File: src/rtl/btn_pkg.sv
// Shared definitions for the button event controller: register map,
// register index enum and the debounce counter width helper.
// No ports; imported by btn_debounce and btn_evt_ctrl.
package btn_pkg;

  // Byte offsets of the registers.
  localparam logic [7:0] ADR_STATE = 8'h00;
  localparam logic [7:0] ADR_COL   = 8'h04;
  localparam logic [7:0] ADR_MIS   = 8'h08;
  localparam logic [7:0] ADR_PEND  = 8'h0C;
  localparam logic [7:0] ADR_IE    = 8'h10;

  // Word index as decoded from adr[7:2].
  typedef enum logic [5:0] {
    REG_STATE = 6'd0,
    REG_COL   = 6'd1,
    REG_MIS   = 6'd2,
    REG_PEND  = 6'd3,
    REG_IE    = 6'd4
  } reg_idx_e;

  // Width needed to hold the values 0..cycles.
  function automatic int db_cnt_w(input int cycles);
    return $clog2(cycles + 1);
  endfunction

endpackage

File: src/rtl/btn_debounce.sv
// One button channel: 2-flop synchronizer, stability counter, stable state
// and a single-cycle rise pulse on a debounced 0->1 change.
// Ports: btn_clk_i/btn_rst_i, btn_raw (async input), btn_stable, btn_rise.
module btn_debounce
  import btn_pkg::*;
#(
  parameter int DB_CYCLES = 500000
) (
  input  logic btn_clk_i,
  input  logic btn_rst_i,
  input  logic btn_raw,
  output logic btn_stable,
  output logic btn_rise
);

  localparam int CNT_W = db_cnt_w(DB_CYCLES);
  localparam logic [CNT_W-1:0] CNT_LAST = CNT_W'(DB_CYCLES - 1);
  localparam logic [CNT_W-1:0] CNT_MAX  = CNT_W'(DB_CYCLES);

  logic             sync_q0;
  logic             sync_q1;
  logic [CNT_W-1:0] cnt_q;
  logic             flip;

  // The counter holds how many consecutive clocks the synchronized input has
  // already differed; this clock is the DB_CYCLES-th one when it reads
  // DB_CYCLES-1, so the state flips on that edge.
  assign flip      = (sync_q1 != btn_stable) && (cnt_q >= CNT_LAST);
  assign btn_rise  = flip & sync_q1;

  always_ff @(posedge btn_clk_i or posedge btn_rst_i) begin
    if (btn_rst_i) begin
      sync_q0    <= 1'b0;
      sync_q1    <= 1'b0;
      cnt_q      <= '0;
      btn_stable <= 1'b0;
    end else begin
      sync_q0 <= btn_raw;
      sync_q1 <= sync_q0;
      if (sync_q1 == btn_stable) begin
        cnt_q <= '0;
      end else if (flip) begin
        btn_stable <= sync_q1;
        cnt_q      <= '0;
      end else if (cnt_q != CNT_MAX) begin
        cnt_q <= cnt_q + 1'b1;
      end
    end
  end

endmodule

File: src/rtl/btn_evt_ctrl.sv
// Debounced button event controller with a small bus register file:
// STATE (RO), COL (RW), MIS (RW), PEND (W1C, sticky rise events), IE (RW).
// Ports: bus slave (cyc/stb/we/adr/dat/sel -> dat/ack/err), btn_inta_o level
// interrupt, raw btn_data inputs, btn_col_o and btn_missle_en outputs.
module btn_evt_ctrl
  import btn_pkg::*;
#(
  parameter int N_BTN     = 5,
  parameter int DB_CYCLES = 500000,
  parameter int COL_W     = 12,
  parameter int COL_RST   = 312,
  parameter int N_MIS     = 8
) (
  input  logic             btn_clk_i,
  input  logic             btn_rst_i,
  input  logic             btn_m2s_cyc_i,
  input  logic             btn_m2s_stb_i,
  input  logic             btn_m2s_we_i,
  input  logic [7:0]       btn_m2s_adr_i,
  input  logic [31:0]      btn_m2s_dat_i,
  input  logic [3:0]       btn_sel_i,
  output logic [31:0]      btn_s2m_dat_o,
  output logic             btn_s2m_ack_o,
  output logic             btn_s2m_err_o,
  output logic             btn_inta_o,
  input  logic [N_BTN-1:0] btn_data,
  output logic [COL_W-1:0] btn_col_o,
  output logic [N_MIS-1:0] btn_missle_en
);

  logic [N_BTN-1:0] stable;
  logic [N_BTN-1:0] rise;
  logic [N_BTN-1:0] pend_q;
  logic [N_BTN-1:0] ie_q;
  logic [N_BTN-1:0] w1c;
  logic [COL_W-1:0] col_q;
  logic [N_MIS-1:0] mis_q;
  logic             ack_q;
  logic             err_q;
  logic             req;
  logic             mapped;
  logic             wr_en;
  logic [5:0]       reg_idx;
  logic [31:0]      rdata;
  logic             unused_bits;

  // Byte selects and the low address bits play no part: full-word access only.
  assign unused_bits = ^{btn_sel_i, btn_m2s_adr_i[1:0], btn_m2s_dat_i};

  for (genvar i = 0; i < N_BTN; i++) begin : g_db
    btn_debounce #(
      .DB_CYCLES(DB_CYCLES)
    ) u_db (
      .btn_clk_i (btn_clk_i),
      .btn_rst_i (btn_rst_i),
      .btn_raw   (btn_data[i]),
      .btn_stable(stable[i]),
      .btn_rise  (rise[i])
    );
  end

  assign req     = btn_m2s_cyc_i & btn_m2s_stb_i;
  assign reg_idx = btn_m2s_adr_i[7:2];
  assign mapped  = (reg_idx <= REG_IE);

  // Response flops only rise from an idle cycle, so a held request sees a
  // wait state between consecutive responses.
  always_ff @(posedge btn_clk_i or posedge btn_rst_i) begin
    if (btn_rst_i) begin
      ack_q <= 1'b0;
      err_q <= 1'b0;
    end else begin
      ack_q <= req & ~(ack_q | err_q) & mapped;
      err_q <= req & ~(ack_q | err_q) & ~mapped;
    end
  end

  // Gating with the live request drops a cycle whose strobe went away early.
  assign btn_s2m_ack_o = ack_q & req;
  assign btn_s2m_err_o = err_q & req;
  assign wr_en         = btn_s2m_ack_o & btn_m2s_we_i;

  assign w1c = (wr_en && reg_idx == REG_PEND) ? btn_m2s_dat_i[N_BTN-1:0] : '0;

  always_ff @(posedge btn_clk_i or posedge btn_rst_i) begin
    if (btn_rst_i) begin
      col_q  <= COL_W'(COL_RST);
      mis_q  <= '0;
      ie_q   <= '0;
      pend_q <= '0;
    end else begin
      // New rise events win over a clear of the same bit.
      pend_q <= (pend_q & ~w1c) | rise;
      if (wr_en) begin
        case (reg_idx)
          REG_COL: col_q <= btn_m2s_dat_i[COL_W-1:0];
          REG_MIS: mis_q <= btn_m2s_dat_i[N_MIS-1:0];
          REG_IE:  ie_q  <= btn_m2s_dat_i[N_BTN-1:0];
          default: ;
        endcase
      end
    end
  end

  always_comb begin
    rdata = '0;
    if (btn_s2m_ack_o) begin
      case (reg_idx)
        REG_STATE: rdata[N_BTN-1:0] = stable;
        REG_COL:   rdata[COL_W-1:0] = col_q;
        REG_MIS:   rdata[N_MIS-1:0] = mis_q;
        REG_PEND:  rdata[N_BTN-1:0] = pend_q;
        REG_IE:    rdata[N_BTN-1:0] = ie_q;
        default:   ;
      endcase
    end
  end

  assign btn_s2m_dat_o = rdata;
  assign btn_inta_o    = |(pend_q & ie_q);
  assign btn_col_o     = col_q;
  assign btn_missle_en = mis_q;

endmodule

File: config.mk
export PLATFORM = sky130hd
export DESIGN_NAME = btn_evt_ctrl
export DESIGN_NICKNAME = d
export VERILOG_FILES = /design/src/rtl/btn_pkg.sv /design/src/rtl/btn_debounce.sv /design/src/rtl/btn_evt_ctrl.sv
export SDC_FILE = /design/constraint.sdc
export NUM_CORES = 1
export LEC_CHECK = 0
export BUFFER_PORTS_ARGS = -buffer_cell sky130_fd_sc_hd__buf_2
export CELL_PAD_IN_SITES_DETAIL_PLACEMENT = 1
export CELL_PAD_IN_SITES_GLOBAL_PLACEMENT = 2
export CORE_ASPECT_RATIO = 1.5
export CORE_UTILIZATION = 37
export CTS_BUF_LIST = sky130_fd_sc_hd__clkbuf_8
export DETAILED_ROUTE_END_ITERATION = 10
export PLACE_DENSITY = 0.85
export SLEW_MARGIN = 25
export SYNTH_ARGS = -nofsm -noshare
export SYNTH_HDL_FRONTEND = slang
export SYNTH_SLANG_ARGS = --single-unit
File: constraint.sdc
create_clock -name btn_clk_i -period 4.95 [get_ports btn_clk_i]
set_clock_uncertainty 0.2 [all_clocks]
set_input_delay 0.495 -clock btn_clk_i [delete_from_list [all_inputs] [get_ports btn_clk_i]]
set_output_delay 0.495 -clock btn_clk_i [all_outputs]
set_load 0.1 [all_outputs]
==> impl_metrics.yaml <==
floorplan:
  start_util_pct: 37.9
  die_height_microns: 171
  rows: 61
  die_width_microns: 115
  num_io_pins: 109
  coreArea_sq_um: 18500
  fp.dieArea_sq_um: 19600
synth:
  yosys_warnings: 0
  ys_types: 54
  synth_area_leaders: "dfrtp_1, nor2_1, xor2_1"
  synth-main-ff-cell: "dfrtp_1"
  synth_top_cell_by_area: "dfrtp_1"
  ys_seq_area_share_pct: 50.7
  netlist_area_sq_um: 7030
  synth_seq_cells: 142
  netlist_instances: 697
  synth_top_area_share_pct: 49.2
  syn_avg_cell_area_sq_um: 10.1
  async_flop_share_pct: 100
  synth-edff-count: 0
placed_design:
  placed_area_sq_um: 7500
  routabilityCongestion: 0.798
  dp_hpwl_microns: 12200
  place_ws_ns: 1.31
  place_inst: 998
  io_buffers: 62
clock_network:
  clkSlewWorstSetupHoldPaths_ns: 0.07
  htree_levels: 4
  max-clock-path-buffers: 2
  insertion_delay_ns: 0.46
  cts_setup_buffers: 0
  cts.sinks: 142
  cts-buffers-inserted: 17
  cts_tree: "done"
  clock_tree.root_cell: "clkbuf_8"
route:
  ant_nets: 0
  drt-total-wl_microns: 16800
  post_drt_wl_per_cell_microns: 16.2
  drc: 0
  drt_iter0_markers: 169
  dr_total_vias: 5294
  first_pass_iters: 4
  avgViaCountPerCell: 5.11
final_layout:
  design_area_sq_um: 7920
  fin_util_pct: 42.7
  area_growth_pct: 12.7
  num-fill-cells: 2123
  nets: 835
  n_antenna_cell: 0
  final_cells: 1035
  final_layout_size_suffix_gt1_share_pct: 17.0
min_path:
  hold_depth: 2
  hp-start: "btn_m2s_dat_i[11]"
  hold_class: "primary input to flop"
  whs_endpoint: "btn_col_o[11]$_DFFE_PP0P_"
critical_path:
  crit_type: "primary input to primary output"
  r2r_setup_slack_ns: 2.16
  worstPathRequired_ns: 4.26
  worstReg2RegEnd: "g_db[2].u_db.cnt_q[6]$_DFFE_PP0P_"
  critPathLaunchType: "primary input"
  cp.arrival_ns: 2.88
  crit_fanout: 9
  r2r-start: "g_db[2].u_db.cnt_q[10]$_DFFE_PP0P_"
  r2r_cells: 5
  critPathCaptureType: "primary output"
timing:
  fmax_mhz: 280
  slew_headroom_pct: 37.7
  setup_tns_ns: 0
  fin_ws_ns: 1.38
  drv_slew: 0
  min_period_ns: 3.57
  worst_pin_slew_ns: 0.931
  setup-violations-final: 0
  rsz0062_at_grt: "no"
  holdWs_ns: 0.0746
  fin_crit_sh_pct: 72.1
  finalHoldViolations: 0
grt:
  grt.total_usage_pct: 18.4
  grt_pass1_vias: 5619
  grt_max_degree: 105
  grt_first_pass_wirelength_microns: 27800
  antenna_found_initial: 0
  grt_overflow: 0
power:
  totalPowerFinal_mw: 2.22
  pwr-share-clk_pct: 39.5
  p_comb_share_pct: 7.0
  power_leakage_nw: 3.63
  p_int_mw: 1.65
  irDropWorstVdd_v: 0.000154
  switching_share_pct: 26.0
  switchingPower_mw: 0.578
  seqPwrFrac_pct: 53.5
  p_per_area_nw_per_um2: 281
outcome:
  status: "completed"
flow_run:
  cap_viol_max_count: 0
## logic make-up (layout without fill, tap and decap cells)
kind of cell | after synthesis | in the layout | synth area share [%]
and+or+nand+nor | 313 | 313 | 21.5
DFF | 142 | 142 | 50.7
xor gates and xnor gates | 85 | 85 | 10.6
buffers and inverters | 63 | 130 | 5.04
AOI/OAI and AO/OA | 53 | 53 | 5.54
muxes | 30 | 30 | 4.81
adders and majority gates | 10 | 10 | 1.78
other | 1 | 20 | 0.0534
## placed cells by master (no fill, tap or decap), types with 10 or more instances in the layout
master and instances:
conb_1 20, nand3_1 45, buf_2 62, mux2_2 29
nor2_1 122, and3_1 26, xor2_1 47, ha_1 10
nand2_1 41, nand4_1 17, inv_1 32, xnor2_1 38
nor3_1 20, clkbuf_8 18, dfrtp_1 138
## worst max path at each step
| stage | start | end | slack (ns) | depth (start not counted) |
|---|---|---|---|---|
| after floorplan | btn_rst_i | ack_q$_DFF_PP0_ | 0.45 | 1 |
| after global placement | btn_m2s_adr_i[5] | btn_s2m_dat_o[3] | 1.35 | 7 |
| after detailed placement | btn_m2s_adr_i[5] | btn_s2m_dat_o[0] | 1.31 | 7 |
| after CTS | btn_m2s_adr_i[5] | btn_s2m_dat_o[0] | 1.32 | 7 |
| after global routing | btn_m2s_adr_i[5] | btn_s2m_dat_o[0] | 1.12 | 7 |
| final | btn_m2s_adr_i[5] | btn_s2m_dat_o[0] | 1.38 | 7 |
## sequential cells by signal (all words and copies together), names as in the netlist
register,count
g_db.u_db.cnt_q,95
btn_col_o,12
btn_missle_en,8
g_db.u_db.btn_stable,5
g_db.u_db.sync_q0,5
g_db.u_db.sync_q1,5
ie_q,5
pend_q,5
ack_q,1
err_q,1
## area by class of cell
type	instances	area (sq um)	share of cell area [%]
well taps	252	315	3.98
clock inverters	13	111	1.41
clock buffers	18	248	3.13
flip-flops and latches	142	3560	44.9
repair buffers	70	385	4.87
multi-input cells	511	3180	40.2
inverters	29	116	1.47
## power groups by stage
stage | combinational [mW] | sequential, mW | clock [mW]
final | 0.157 | 1.19 | 0.878
after global routing | 0.173 | 1.19 | 0.942
after CTS | 0.159 | 1.19 | 0.903
after detailed placement | 0.156 | 1.21 | 0
after global placement | 0.150 | 1.21 | 0
after floorplan | 0.136 | 1.21 | 0
## repair_timing
action                    in CTS  in global routing
hold endpoints to repair       5                  1
hold buffers                   5                  1
resized for setup              0                  0
## cells in the mapped netlist (all sizes together), types with 7 or more instances
cell type and instances:
nand2 41, xor2 47, clkbuf 7, buf 27
nand4 17, dfrtp 138, a21oi 8, ha 10
xnor2 38, inv 28, nor2 122, nor3 20
o21ai 7, and3 26, a22oi 9, mux2 30
or3 7, nand3 46
## worst max-delay path, cell delays in order
cell,delay (ns)
buf_2,0.11
nor4_1,0.50
nand2_1,0.10
nor2_1,0.66
a222oi_1,0.25
a21oi_1,0.28
buf_2,0.48
## metal layers
metal  vias up  track usage [%]  wire length (microns)
met5         -                0                      0
met4         0             6.55                    276
met3        22             4.99                    804
met2        93             33.3                   9000
met1      2678             20.4                   6710
li1       2501                -                      -
(Power assumes the default switching activity.)
